`src/rtl/totd_deconv_ctrl.sv`:
```
// Sequencer/config controller for the three ToTd deconvolution pipelines:
// 40 MHz phase generation, safe-boundary constant updates and refill tracking.
//
// state | meaning
// PH0   | ENABLE40==0, datapath advances on the closing edge
// PH1   | ENABLE40==1, idle phase
// PH2   | ENABLE40==2, apply window when SYNC40 is low
module totd_deconv_ctrl #(
    parameter int                 FD_BITS    = 6,
    parameter int                 FN_BITS    = 6,
    parameter int                 PIPE_DEPTH = 6,
    parameter logic [FD_BITS-1:0] FD_DEFAULT = 6'd59,
    parameter logic [FN_BITS-1:0] FN_DEFAULT = 6'd20
) (
    input  logic               CLK,
    input  logic               RSTN,
    input  logic               SYNC40,
    input  logic               CFG_WR,
    input  logic [1:0]         CFG_CHAN,
    input  logic [FD_BITS-1:0] CFG_FD,
    input  logic [FN_BITS-1:0] CFG_FN,
    input  logic               ERR_CLR,
    output logic [1:0]         ENABLE40,
    output logic [FD_BITS-1:0] FD0,
    output logic [FD_BITS-1:0] FD1,
    output logic [FD_BITS-1:0] FD2,
    output logic [FN_BITS-1:0] FN0,
    output logic [FN_BITS-1:0] FN1,
    output logic [FN_BITS-1:0] FN2,
    output logic [2:0]         CFG_PEND,
    output logic [2:0]         CFG_ACK,
    output logic [2:0]         VALID,
    output logic               SYNC_ERR
);

    localparam int FL_BITS = $clog2(PIPE_DEPTH + 1);
    localparam logic [FL_BITS-1:0] FL_RELOAD = FL_BITS'(PIPE_DEPTH);

    typedef enum logic [1:0] {
        PH0 = 2'd0,
        PH1 = 2'd1,
        PH2 = 2'd2
    } phase_t;

    phase_t phase, phase_nxt;
    logic   slip, apply;

    logic [1:0]         rst_pipe;
    logic               rst_sync_n;
    logic [2:0]         wr_hit, take;
    logic [2:0]         pend, ack, valid;
    logic               sync_err;
    logic [FD_BITS-1:0] fd_live [3];
    logic [FN_BITS-1:0] fn_live [3];
    logic [FD_BITS-1:0] slot_fd [3];
    logic [FN_BITS-1:0] slot_fn [3];
    logic [FL_BITS-1:0] flush     [3];
    logic [FL_BITS-1:0] flush_nxt [3];

    // Asserts immediately with RSTN; releases on the second CLK edge after RSTN rises.
    always_ff @(posedge CLK or negedge RSTN) begin
        if (!RSTN) begin
            rst_pipe <= 2'b00;
        end else begin
            rst_pipe <= {rst_pipe[0], 1'b1};
        end
    end

    assign rst_sync_n = rst_pipe[1];

    always_ff @(posedge CLK or negedge rst_sync_n) begin
        if (!rst_sync_n) begin
            phase <= PH0;
        end else begin
            phase <= phase_nxt;
        end
    end

    always_comb begin
        phase_nxt = PH0;
        slip      = 1'b0;
        apply     = 1'b0;
        case (phase)
            PH0: phase_nxt = PH1;
            PH1: phase_nxt = PH2;
            PH2: phase_nxt = PH0;
            default: phase_nxt = PH0;
        endcase
        if (SYNC40) begin
            phase_nxt = PH0;
            slip      = (phase != PH2);
        end
        apply = (phase == PH2) && !SYNC40;
    end

    always_comb begin
        wr_hit = 3'b000;
        take   = 3'b000;
        for (int i = 0; i < 3; i++) begin
            wr_hit[i]    = CFG_WR && (CFG_CHAN == 2'(i));
            take[i]      = apply && pend[i];
            flush_nxt[i] = flush[i];
            // Reload has priority over the enabled-edge decrement.
            if (slip || take[i]) begin
                flush_nxt[i] = FL_RELOAD;
            end else if ((phase == PH0) && (flush[i] != '0)) begin
                flush_nxt[i] = flush[i] - FL_BITS'(1);
            end
        end
    end

    always_ff @(posedge CLK or negedge rst_sync_n) begin
        if (!rst_sync_n) begin
            pend     <= 3'b000;
            ack      <= 3'b000;
            valid    <= 3'b000;
            sync_err <= 1'b0;
            for (int i = 0; i < 3; i++) begin
                fd_live[i] <= FD_DEFAULT;
                fn_live[i] <= FN_DEFAULT;
                slot_fd[i] <= '0;
                slot_fn[i] <= '0;
                flush[i]   <= FL_RELOAD;
            end
        end else begin
            ack <= take;
            if (slip) begin
                sync_err <= 1'b1;
            end else if (ERR_CLR) begin
                sync_err <= 1'b0;
            end
            for (int i = 0; i < 3; i++) begin
                flush[i] <= flush_nxt[i];
                valid[i] <= (flush_nxt[i] == '0);
                if (take[i]) begin
                    fd_live[i] <= slot_fd[i];
                    fn_live[i] <= slot_fn[i];
                end
                // A write landing in the apply cycle refills the slot after the old value is taken.
                if (wr_hit[i]) begin
                    slot_fd[i] <= CFG_FD;
                    slot_fn[i] <= CFG_FN;
                    pend[i]    <= 1'b1;
                end else if (take[i]) begin
                    pend[i] <= 1'b0;
                end
            end
        end
    end

    assign ENABLE40 = phase;
    assign FD0      = fd_live[0];
    assign FD1      = fd_live[1];
    assign FD2      = fd_live[2];
    assign FN0      = fn_live[0];
    assign FN1      = fn_live[1];
    assign FN2      = fn_live[2];
    assign CFG_PEND = pend;
    assign CFG_ACK  = ack;
    assign VALID    = valid;
    assign SYNC_ERR = sync_err;

endmodule

```
`config.mk`:
```
export PLATFORM = sky130hd
export DESIGN_NAME = totd_deconv_ctrl
export DESIGN_NICKNAME = d
export VERILOG_FILES = /design/src/rtl/totd_deconv_ctrl.sv
export SDC_FILE = /design/constraint.sdc
export NUM_CORES = 1
export LEC_CHECK = 0
export BUFFER_PORTS_ARGS = -buffer_cell sky130_fd_sc_hd__buf_2
export CORE_MARGIN = 2
export CORE_UTILIZATION = 55
export DETAILED_ROUTE_END_ITERATION = 12
export PLACE_DENSITY_LB_ADDON = 0.25
export SLEW_MARGIN = 25
export SYNTH_ARGS = -nofsm -noshare
export SYNTH_HDL_FRONTEND = slang
export SYNTH_SLANG_ARGS = --single-unit
```
`constraint.sdc`:
```
create_clock -name CLK -period 3.5 [get_ports CLK]
set_input_delay 0.35 -clock CLK [delete_from_list [all_inputs] [get_ports CLK]]
set_output_delay 0.35 -clock CLK [all_outputs]
set_load 0.005 [all_outputs]
```
**Word level (Yosys, flattened, before mapping)**

Index checks and enable logic that the tools add are counted.

- Add/subtract/negate cells: 3
- Eq/ne operators: 5
- Mux-type cells: 17
- Reductions and logical operators: 26

Operators by type and width:

| operator | count |
|---|---|
| two-way mux 3 bit | 6 |
| logical AND 1 bit | 10 |
| logical NOT 3 bit | 3 |
| two-way mux 1 bit | 9 |
| nonzero test 3 bit | 3 |
| subtractor 3 x 1 -> 3 bit, second input constant | 3 |
| nonzero test 2 bit | 4 |
| == test 2 x 1 -> 1 bit, second input constant | 2 |
| == test 2 bit, second input constant | 2 |
| logical NOT 2 bit | 2 |
| one-hot mux 2 bit (2 select lines) | 1 |
| logical OR 1 bit | 3 |
| two-way mux 2 bit | 1 |
| inequality test 2 bit, second input constant | 1 |
| logical NOT 1 bit | 1 |

- Bits in registers: 95
- Input bits: 19
- Output and inout bits: 48
- Logic and storage cells: 74

**Longest topological paths before layout**

Gate-level depths: netlist of run 1.

- Depth in word-level cells: 6
- Depth in mapped cells: 7
- Gate-level depth less buffers: 6

**Least setup slack after synthesis of run 1**

No wires, ideal clock.

- Path type: flip-flop to flip-flop
- Start point: register flush[7] in the netlist's numbering
- End point: register valid[0], in the netlist VALID[0]
- Library setup time: 73 ps
- Arrival time: 1774 ps
- Required time: 3427 ps
- Path slack: 1653 ps
- Cell stages (with the launch flop): 8
- Buffers on the path: 1
- Period minus slack after synthesis: 1847 ps
- Cells stage by stage: dfstp_2 inv_1 ha_1 ha_1 or3_1 buf_2 or3_1 a21oi_2

- Word-level cells in the longest chain between the ends: 5
- Elaborated cells on any way between the ends: 6
- Classes of those cells: 1 x add/sub; 2 x mux; 3 x reduce/logical

Ends and longest elaborated chain:

| item | line | text |
|---|---|---|
| start, declared | 57 | `logic [FL_BITS-1:0] flush [3];` |
| start signal, assigned by index | 133 | `flush[i] <= flush_nxt[i];` |
| branches (longest 2 deep; another with subtractor 3 x 1 -> 3 bit) | - |  |
| two-way mux 3 bit (*) | 106 | `end else if ((phase == PH0) && (flush[i] != '0)) begin` |
| two-way mux 3 bit (*) | 104 | `if (slip \|\| take[i]) begin` |
| logical NOT 3 bit (*) | 134 | `valid[i] <= (flush_nxt[i] == '0);` |
| end signal, assigned by index | 134 |  |
| end, declared | 51 | `logic [2:0] pend, ack, valid;` |

Mark *: on every way between the ends.
A chain may end at the register's enable or synchronous reset.

**Final worst setup path of run 1**

- Start point: register phase[0], in the netlist ENABLE40[0]
- End point: register fd_live, in the netlist FD2[2]

- Word-level cells in the longest chain between the ends: 3

Ends and longest elaborated chain:

| item | line | text |
|---|---|---|
| start, declared | 45 | `phase_t phase, phase_nxt;` |
| start signal, assigned | 75 | `phase <= phase_nxt;` |
| == test 2 bit | 93 | `apply = (phase == PH2) && !SYNC40;` |
| logical AND 1 bit | 93 |  |
| logical AND 1 bit | 101 | `take[i] = apply && pend[i];` |
| end signal, assigned by index | 136 | `fd_live[i] <= slot_fd[i];` |
| end, declared | 53 | `logic [FD_BITS-1:0] fd_live [3];` |

No other way between the ends.

==> results of run 1 <==
critical path: stages (launching register included):
cell	delay (ns)
dfrtp_1	0.56
nor4bb_4	0.73
buf_6	0.24
mux2_1	0.33
power by group through the flow:
stage | Clock, mW | Sequential [mW] | Combinational [mW]
global placement | 0 | 1.73 | 0.682
global route | 0.811 | 1.76 | 0.798
floorplan | 0 | 1.71 | 0.380
CTS | 0.768 | 1.72 | 0.720
detailed placement | 0 | 1.73 | 0.712
finish | 0.741 | 1.71 | 0.705
metal layers:
| metal | track usage (%) | wire length, um | share of wire (%) |
|---|---|---|---|
| met1 | 24.8 | 3000 | 45 |
| met2 | 31.7 | 3190 | 48 |
| met3 | 3.52 | 245 | 3.7 |
| met4 | 10.7 | 187 | 2.8 |
| met5 | 0 | 0 | 0 |
worst paths after layout:
path | start | end | slack [ns] | cells after the start
max reg2reg | ENABLE40[0] | FD2[2] | 1.54 | 3
min reg2reg | rst_pipe[0] | rst_pipe[1] | 0.36 | 0
min in group asynchronous | RSTN | rst_pipe[1] | 0.29 | 2
max in group asynchronous | rst_pipe[1] | flush[2] | 2.18 | 1
min | ERR_CLR | SYNC_ERR | 0.18 | 2
max | ENABLE40[0] | FD2[2] | 1.54 | 3
layout make-up:
type                            instances  area [um^2]
Timing Repair Buffer                   72          385
Clock inverter                          2         37.5
Multi-Input combinational cell        135         1290
Clock buffer                           14          173
Fill cell                             521         2280
Sequential cell                        95         2410
Tap cell                               80          100
Inverter                               10         37.5
sequential cells by signal, summed over array words and instances, names as in the netlist:
| name | flops |
|---|---|
| VALID | 3 |
| CFG_ACK | 3 |
| slot_fd | 18 |
| FD1 | 6 |
| CFG_PEND | 3 |
| FD0 | 6 |
| slot_fn | 18 |
| rst_pipe | 2 |
| FN2 | 6 |
| flush | 9 |
| FD2 | 6 |
| SYNC_ERR | 1 |
| FN0 | 6 |
| ENABLE40 | 2 |
| FN1 | 6 |
placed cells by master (no fill, tap or decap), drive strengths merged:
cell / Yosys / layout
mux2: 72 / 72
buf: 13 / 71
dfrtp: 68 / 68
dfstp: 27 / 27
nand2: 14 / 14
clkbuf: 1 / 14
inv: 10 / 10
or3: 6 / 6
o211ai: 6 / 6
ha: 6 / 6
a21oi: 6 / 6
a21o: 4 / 4
nor4bb: 3 / 3
xnor2: 3 / 3
nor2: 3 / 3
nand4: 3 / 3
nand3b: 2 / 2
nor3b: 2 / 2
or2b: 1 / 1
nor3: 1 / 1
or3b: 1 / 1
o21ai: 1 / 1
bufinv: 0 / 1
clkinvlp: 0 / 1
dlygate4sd3: 0 / 1
conb: 1 / 1
repair_timing:
action / CTS / global route
hold buffers: 1 / 0
setup endpoints to repair: 0 / 0
setup buffers: 0 / 0
hold endpoints to repair: 2 / 0
kinds of logic after synthesis:
kind of cell	count (synthesis)
xor+xnor	3
mux	72
simple gates	36
fa+ha+maj	6
buf+inv	24
flops	95
other cells	1
compound gates	17
metrics by stage:
step	cell area, um^2	cells
2_1_floorplan	3770	254
5_1_grt	4440	408
3_5_place_dp	4190	389
3_3_place_gp	4190	389
6_report	4440	408
4_1_cts	4410	406
==> metrics.md, run 1 <==
| Metric | Value |
|---|---|
| Status | `finished clean` |
| Seq/Total Area, Yosys | `63.9%` |
| Total gr overflow | `0` |
| Final setup viols | `0` |
| Router iterations before antenna repair | `4` |
| Pleak | `2.12 nW` |
| YS warnings | `0` |
| Global-route wire length before repair | `between 10000 and 15000 um` |
| ANT nets after route | `0` |
| Final Hold Fails | `0` |
| Mux contribution to synthesized area | `between 20% and 30%` |
| Post-DP HPWL | `4370 um` |
| CTS tree | `built` |
| Max Cap Violations | `0` |
| FMAX | `roughly 0.51 GHz` |
| H-tree levels | `3` |
| Post-route setup slack | `around 1.5 ns` |
| Arrival time worst endpoint | `2.21 ns` |
| Vias in the first global route | `2305` |
| Rows | `30` |
| Post-synthesis compound-gate area fraction | `3.22%` |
| Core Region | `6720 um^2` |
| Share of cells above drive strength 1 | `46.6%` |
| Fraction of the mapped netlist area in adder cells | `1.99%` |
| I/O Buffers | `66` |
| Final WL | `6620 um` |
| CTS sink cnt | `95` |
| Reg power frac | `54.2%` |
| Worst hold path type | `in -> reg` |
| Syn Nets | `279` |
| Synth unique cells | `28` |
| Ys async rst share | `100%` |
| Power Total | `approximately 3.2 mW` |
| Gate power share | `22.3%` |
| Pre-CTS setup slack | `around 1.4 ns` |
| Post-Syn Area | `roughly 3800 um^2` |
| Initial antenna violation count | `0` |
| Synth area leaders | `dfrtp_1 (45%), dfstp_2 (19%), mux2_1 (12%)` |
| Routability-driven placement congestion ratio | `slightly below 0.8` |
| Largest family of logic cells by synthesized area | `multiplexers` |
| Int Power | `2.32 mW` |
| Slew Viols, Final | `0` |
| Power per cell area | `711 nW/um^2` |
| Final Cycle Share | `56.1%` |
| WHS | `0.178 ns` |
| DRT iter0 DRCs | `87` |
| Sw Ratio | `26.5%` |
| Initial Util | `approximately 56%` |
| Primary FF master, synth | `dfrtp_1` |
| Commonest cells in the netlist | `dfrtp_1 (68), mux2_1 (39), mux2_2 (33), dfstp_2 (27), nand2_1 (14)` |
| GRT Total Usage | `roughly a fifth` |
| Worst setup EP type | `flop` |
| Critical setup path kind | `reg -> reg` |
| CP startpoint kind | `flop` |
| Share of the synthesized area in the top cell type | `45.1%` |
| Crit Path Max Fanout | `11` |
| Mapped Cells | `254` |
| VDD IR max | `0.000349 V` |
| Top-count cell post-synth | `dfrtp_1` |
| Clock skew | `approximately 0.0053 ns` |
| Max-Slew Margin vs Limit | `42.6%` |
| CTS buffer count | `9` |
| Vias per cell | `5.36` |
| WP data required | `3.74 ns` |
| Vias post-DR | `2186` |
| Utilization after layout | `66.0%` |
| NetSw | `0.838 mW` |
| Clock Latency Late Sink | `roughly 0.35 ns` |
| Die height | `a little under 90 um` |
| Die area | `7540 um^2` |
| Largest net degree at the start of global routing | `71` |
| Die width | `86.8 um` |
| Io pins | `67` |
| Synth area leader | `dfrtp_1` |
| CTS Buffer Depth | `2` |
| Least-Margin Pin Slew | `0.861 ns` |
| Post-Synth XOR/XNOR Area | `less than 1%` |
| Period minus WS final | `1.96 ns` |
| Final net count | `348` |
| EDFF count, synth | `0` |
| Area Overhead vs Synth | `17.5%` |
| DRC | `0` |
| Yosys reg bits | `95` |
| Simple-Gate Fraction of Synth Area | `5.47%` |
| Clk Tree Root Cell | `clkbuf_8` |
| Worst-path clk slew | `~0.080 ns` |
| Avg Cell Area, Syn | `14.9 um^2` |
| N_diodes | `0` |
| Sum Neg Setup Slack | `0 ns` |
| RSZ-0062 raised after global routing | `no` |
| Resize count post-CTS | `0` |
| Clock power share | `23.5%` |
| Avg WL per Cell | `16.2 um` |
Power figures use the tool's default switching activity.
==> run 2: changes to the inputs <==
--- a/config.mk
+++ b/config.mk
@@ -5,9 +5,10 @@
 export SDC_FILE = /design/constraint.sdc
 export NUM_CORES = 1
 export LEC_CHECK = 0
+export ABC_AREA = 1
 export BUFFER_PORTS_ARGS = -buffer_cell sky130_fd_sc_hd__buf_2
 export CORE_MARGIN = 2
-export CORE_UTILIZATION = 55
+export CORE_UTILIZATION = 50
 export DETAILED_ROUTE_END_ITERATION = 12
 export PLACE_DENSITY_LB_ADDON = 0.25
 export SLEW_MARGIN = 25
==> constraint.sdc (replaced) <==
create_clock -name CLK -period 1.6 [get_ports CLK]
set_input_delay 0.16 -clock CLK [delete_from_list [all_inputs] [get_ports CLK]]
set_output_delay 0.16 -clock CLK [all_outputs]
set_load 0.005 [all_outputs]
==> metrics.md, run 2 <==
| Metric | Value |
|---|---|
| Final Hold Fails | `0 (unchanged)` |
| Post-DP HPWL | `5230 um (+20%)` |
| Rows | `31 (+3.3%)` |
| Die area | `8200 um^2 (+8.7%)` |
| Primary FF master, synth | `dfrtp_1` |
| Power per cell area | `1390 nW/um^2 (+95%)` |
| DP Area | `4200 um^2 (about the same)` |
| YS warnings | `0 (unchanged)` |
| Max Cap Violations | `0 (unchanged)` |
| Final Instance Count excl. Fillers | `572 (+40%)` |
| Synth area leader | `dfrtp_1` |
| Initial antenna violation count | `0 (unchanged)` |
| DRT iter0 DRCs | `190 (+120%)` |
| Io pins | `67 (unchanged)` |
| Pleak | `2.42 nW (+14%)` |
| Die height | `90.5 um (+4.3%)` |
| Largest net degree at the start of global routing | `59 (-17%)` |
| Critical setup path kind | `reg -> reg` |
| Total gr overflow | `0 (unchanged)` |
| CTS tree | `built` |
| Slew Viols, Final | `0 (unchanged)` |
| Worst setup EP type | `flop` |
| VDD IR max | `0.000581 V (+66%)` |
| Ys async rst share | `100% (unchanged)` |
| GRT Total Usage | `19.2% (-0.30 points)` |
| Power Total | `6.17 mW (+96%)` |
| I/O Buffers | `66 (unchanged)` |
| Post-CTS setup buffers | `0 (unchanged)` |
| CTS Buffer Depth | `2 (unchanged)` |
| Final Cell Area | `4440 um^2 (about the same)` |
| Vias post-DR | `2707 (+24%)` |
| Avg WL per Cell | `12.9 um (-21%)` |
| ANT nets after route | `0 (unchanged)` |
| Router iterations before antenna repair | `4 (unchanged)` |
| Commonest cells in the netlist | `nand2_1 (168), dfrtp_1 (68), o21ai_0 (39), inv_1 (34), dfstp_2 (27)` |
| Vias per cell | `4.73 (-12%)` |
| Final setup viols | `0 (unchanged)` |
| Clock Latency Late Sink | `0.35 ns (about the same)` |
| Fillcell total | `661 (+27%)` |
| CTS sink cnt | `95 (unchanged)` |
| Most frequent cells in the layout | `nand2_1 (165), dfrtp_1 (67), buf_2 (66)` |
| Largest regs | `slot_fd: 18 flops, slot_fn: 18 flops, flush: 9 flops` |
| Post-Syn Area | `3740 um^2 (-0.80%)` |
| Clock skew | `0.00511 ns (-0.000171 ns)` |
| N_diodes | `0 (unchanged)` |
| Commonest non-fill, non-tap cell in the layout | `nand2_1` |
| DRC | `0 (unchanged)` |
| Clk Tree Root Cell | `clkbuf_8` |
| WP data required | `1.85 ns (-1.89 ns)` |
| Period minus WS final | `1.53 ns (-0.438 ns)` |
| Worst hold path type | `in -> reg` |
| Status | `finished clean` |
| Utilization after layout | `61.2% (-4.8 points)` |
| Global-route wire length before repair | `12700 um (+14%)` |
| H-tree levels | `3 (unchanged)` |
| Synth unique cells | `21 (-25%)` |
| Mapped Cells | `392 (+54%)` |
| Placed cell count | `553 (+42%)` |
| FMAX | `0.656 GHz (+29%)` |
| Final Cycle Share | `95.3% (+39 points)` |
| Worst-path clk slew | `0.10 ns (+0.02 ns)` |
| Avg Cell Area, Syn | `9.55 um^2 (-36%)` |
| Crit Path Max Fanout | `4 (-7)` |
| Final net count | `493 (+42%)` |
| Synth area leaders | `dfrtp_1 (45%), dfstp_2 (19%), nand2_1 (17%)` |
| Share of cells above drive strength 1 | `29.2% (-17 points)` |
| Final WL | `7350 um (+11%)` |
| Syn Nets | `417 (+49%)` |
| EDFF count, synth | `0 (unchanged)` |
| Core Region | `7250 um^2 (+8.0%)` |
| Seq/Total Area, Yosys | `64.4% (+0.51 points)` |
| Arrival time worst endpoint | `1.78 ns (-0.43 ns)` |
| Routability-driven placement congestion ratio | `0.781 (-0.14%)` |
| CP startpoint kind | `flop` |
| Area Overhead vs Synth | `18.6%` |
| Top-count cell post-synth | `nand2_1` |
| Die width | `90.5 um (+4.3%)` |
| Yosys reg bits | `95 (unchanged)` |
| Vias in the first global route | `2661 (+15%)` |
| Share of the synthesized area in the top cell type | `45.4% (+0.36 points)` |
| Initial Util | `51.6% (-4.6 points)` |
| CTS buffer count | `9 (unchanged)` |
==> run 2: cell types whose count changed in the layout (fill, tap and decap cells not counted), moves of 7 or more <==
cell,before,now
inv_1,10,31
o21ai_0,1,39
nand3_1,0,11
mux2_2,33,0
nand2_1,14,165
inv_2,0,7
mux2_1,39,0
==> run 2: through the flow <==
step                setup TNS, ns  worst slack (ns)  hold slack, ns
floorplan                       0            0.0269          -0.136
global placement                0             0.114         -0.0542
detailed placement              0            0.0201         -0.0526
CTS                             0           0.00462          0.0819
global route             -0.00500          -0.00500          0.0946
finish                          0            0.0745          0.0929
==> run 2: final timing paths <==
check                            start     endpoint  slack [ns]  cells after the start
setup / recovery              flush[7]     VALID[0]        0.07                      8
hold / removal               CFG_FD[2]   slot_fd[2]        0.09                      3
setup reg to reg              flush[7]     VALID[0]        0.07                      8
hold reg to reg            rst_pipe[1]  slot_fn[11]        0.32                      1
max in group asynchronous  rst_pipe[1]       FN2[2]        0.86                      1
min in group asynchronous         RSTN  rst_pipe[1]        0.10                      2
==> run 2: cell type report <==
| class | count | area [um^2] | share of cell area, % |
|---|---|---|---|
| Multi-Input combinational cell | 247 | 1140 | 25.6 |
| Tap cell | 99 | 124 | 2.79 |
| Timing Repair Buffer | 77 | 433 | 9.75 |
| Clock inverter | 7 | 63.8 | 1.44 |
| Clock buffer | 9 | 124 | 2.79 |
| Sequential cell | 95 | 2410 | 54.4 |
| Inverter | 38 | 143 | 3.21 |
==> run 2: worst max-delay path, cell delays in order, from the launching register on <==
cell	delay, ns
dfstp_2	0.53
inv_1	0.05
ha_2	0.16
ha_2	0.17
inv_2	0.08
nand2_4	0.06
or2_0	0.23
nand3_1	0.11
nor2_1	0.05
==> run 2: what timing repair did <==
item	4_1_cts	5_1_grt
hold buffers	3	0
endpoints found under the hold margin	5	0
resized for setup	0	12
setup endpoints to repair	0	6
==> run 2: cell families after synthesis <==
logic type	Yosys count	synth area share, %
buffers and inverters	50	5.91
adder cells (fa/ha/maj)	6	2.00
AND/OR/NAND/NOR	198	21.8
AO/OA/AOI/OAI	41	5.55
XOR/XNOR	1	0.234
flip-flops	95	64.4
other	1	0.100
==> run 2: report_power, final <==
part           total, mW  internal, mW  switching [mW]
clock network       1.50         0.602           0.903
logic               1.27         0.573           0.694
registers           3.40          3.10           0.299
==> run 2: routing by layer <==
metal,GRT usage (%),up-vias,wire [um]
li1,-,1364,-
met1,28.9,1285,3760
met2,28.4,54,3250
met3,3.09,4,273
met4,7.05,0,70
met5,0,-,0
==> run 3: changes to the inputs <==
--- a/config.mk
+++ b/config.mk
@@ -7,8 +7,9 @@
 export LEC_CHECK = 0
 export ABC_AREA = 1
 export BUFFER_PORTS_ARGS = -buffer_cell sky130_fd_sc_hd__buf_2
-export CORE_MARGIN = 2
+export CORE_MARGIN = 1
 export CORE_UTILIZATION = 50
+export CTS_CLUSTER_DIAMETER = 100
 export DETAILED_ROUTE_END_ITERATION = 12
 export PLACE_DENSITY_LB_ADDON = 0.25
 export SLEW_MARGIN = 25
==> metrics.md, run 3 (synthesis gave the netlist of run 2 again) <==
| Metric | Value |
|---|---|
| Commonest non-fill, non-tap cell in the layout | `nand2_1` |
| Final setup viols | `0 (unchanged)` |
| Vias post-DR | `2776 (+2.5%)` |
| Die area | `7840 um^2 (-4.4%)` |
| Final Hold Fails | `0 (unchanged)` |
| Power Total | `6.16 mW (-0.17%)` |
| Reg-to-Reg Start | `flush[7]` |
| R2r worst-path depth | `8 (unchanged)` |
| Io pins | `67 (unchanged)` |
| Routability-driven placement congestion ratio | `0.727 (-6.9%)` |
| GRT Total Usage | `20.6% (+1.4 points)` |
| Post-CTS setup buffers | `0 (unchanged)` |
| CP startpoint kind | `flop` |
| Total gr overflow | `0 (unchanged)` |
| Met3 Resource Use GR | `3.08% (-0.010 points)` |
| Final net count | `493 (unchanged)` |
| Clk Tree Root Cell | `clkbuf_8` |
| DRC | `0 (unchanged)` |
| Initial antenna violation count | `0 (unchanged)` |
| Fillcell total | `635 (-3.9%)` |
| Final Instance Count excl. Fillers | `572 (unchanged)` |
| Die height | `88.5 um (-2.2%)` |
| Final Cycle Share | `97.2% (+1.8 points)` |
| Router iterations before antenna repair | `5 (+1)` |
| Max-Slew Margin vs Limit | `57.2%` |
| N_diodes | `0 (unchanged)` |
| Pleak | `2.41 nW (-0.37%)` |
| Power per cell area | `1380 nW/um^2 (-0.42%)` |
| Vias per cell | `4.85 (+2.5%)` |
| CTS Buffer Depth | `2 (unchanged)` |
| Met2 Track Usage GR | `30.1% (+1.7 points)` |
| Slew Viols, Final | `0 (unchanged)` |
| I/O Buffers | `66 (unchanged)` |
| Avg WL per Cell | `12.9 um (+0.61%)` |
| Period minus WS final | `1.55 ns (+0.0289 ns)` |
| Worst hold path type | `in -> reg` |
| Max Cap Violations | `0 (unchanged)` |
| Pre-CTS setup slack | `-0.0100 ns (-0.0302 ns)` |
| CTS sink cnt | `95 (unchanged)` |
| Most frequent cells in the layout | `nand2_1 (164), dfrtp_1 (67), buf_2 (66)` |
| Worst path most repeated cell | `inv_2` |
| Slowest CP cell | `dfstp_2` |
| Largest regs | `slot_fd: 18 flops, slot_fn: 18 flops, flush: 9 flops` |
| Post-route setup slack | `0.0455 ns (-0.0289 ns)` |
| Vias in the first global route | `2544 (-4.4%)` |
| Die width | `88.5 um (-2.2%)` |
| Critical path launch point | `flush[7]` |
| WHS | `0.103 ns (+0.0103 ns)` |
| Largest net degree at the start of global routing | `52 (-12%)` |
| Sum Neg Setup Slack | `0 ns (unchanged)` |
| Final WL | `7400 um (+0.61%)` |
| Critical path's largest stage delay | `0.53 ns (about the same)` |
| VDD IR max | `0.000563 V (-3.0%)` |
| Critical setup path kind | `reg -> reg` |
| Most Crowded Layer GR | `met1` |
| Post-DP HPWL | `5170 um (-1.3%)` |
| Crit-path cells | `inv_2 > ha_2 > ha_4 > inv_2 > nand2_4 > or2_0 > nand3_1 > nor2_2` |
| Initial Util | `51.6% (unchanged)` |
| Reg2reg setup slack | `0.05 ns (-0.03 ns)` |
| ANT nets after route | `0 (unchanged)` |
| Worst-path clk slew | `0.10 ns (about the same)` |
| Area Overhead vs Synth | `18.9%` |
| WP data required | `1.85 ns (about the same)` |
| CTS buffer count | `9 (unchanged)` |
| Worst setup EP type | `flop` |
| Placed cell count | `553 (unchanged)` |
| Share of cells above drive strength 1 | `29.4% (+0.21 points)` |
| R2R Path End | `VALID[0]` |
| Crit Path Max Fanout | `4 (unchanged)` |
| Clock Latency Late Sink | `0.35 ns (about the same)` |
| FMAX | `0.643 GHz (-1.9%)` |
| H-tree levels | `3 (unchanged)` |
| Global-route wire length before repair | `12100 um (-4.1%)` |
| Rows | `31 (unchanged)` |
| CP endpoint | `VALID[0]` |
| Core Region | `7250 um^2 (unchanged)` |
| Least-Margin Pin Slew | `roughly 0.64 ns` |
| Arrival time worst endpoint | `1.80 ns (+0.02 ns)` |
| Status | `finished clean` |
| CTS tree | `built` |
| Clock skew | `0.00943 ns (+0.00431 ns)` |
| DRT iter0 DRCs | `193 (+1.6%)` |
| Global routing usage on met1 | `31.3% (+2.4 points)` |
-- run 3: cell types whose count changed in the layout (fill, tap and decap cells not counted), sizes merged --
cell | before | now
inv | 42 | 39
clkinvlp | 0 | 2
clkbuf | 9 | 11
clkinv | 3 | 2
-- run 3: where the power goes --
part / switching [mW] / internal (mW)
sequential: 0.319 / 3.10
clock: 0.829 / 0.619
combinational: 0.709 / 0.583
-- run 3: stage by stage --
step,cell area (um^2),util [%]
3_3_place_gp,4200,57.9
2_1_floorplan,3750,-
6_report,4450,61.4
4_1_cts,4410,60.8
5_1_grt,4450,61.4
3_5_place_dp,4200,57.9
-- run 3: worst min path at each step --
stage / startpoint / endpoint / cells past startpoint
2_1_floorplan: RSTN / rst_pipe[0] / 0
6_report: CFG_FD[2] / slot_fd[2] / 3
5_1_grt: CFG_FD[2] / slot_fd[14] / 3
4_1_cts: RSTN / rst_pipe[1] / 2
3_3_place_gp: RSTN / rst_pipe[0] / 1
3_5_place_dp: RSTN / rst_pipe[0] / 1
-- run 3: area by class of cell --
class / count / area (um^2) / share of cell area [%]
multi-input cells: 247 / 1150 / 25.9
clock buffers: 11 / 141 / 3.18
inverters: 38 / 143 / 3.20
flip-flops and latches: 95 / 2410 / 54.2
clock inverters: 5 / 41.3 / 0.927
repair buffers: 77 / 433 / 9.72
well taps: 99 / 124 / 2.78
-- run 3: worst max-delay path, delay by kind of cell, from the launching register on --
kind / cells / cell delay (ns)
flops: 1 / 0.53
buf+inv: 2 / 0.10
simple gates: 4 / 0.49
fa+ha+maj: 2 / 0.32
-- run 3: timing repair --
item	4_1_cts	5_1_grt
gates resized for setup	1	14
gates cloned	0	0
endpoints found under the setup margin	1	5
hold endpoints to repair	5	0
pin swaps	0	7
hold buffers	3	0
-- run 3: per-layer routing --
metal	vias to the layer above	part of all wire, %
li1	1359	-
met1	1333	50
met2	72	45
met3	12	3.3
met4	0	1.7
met5	-	0
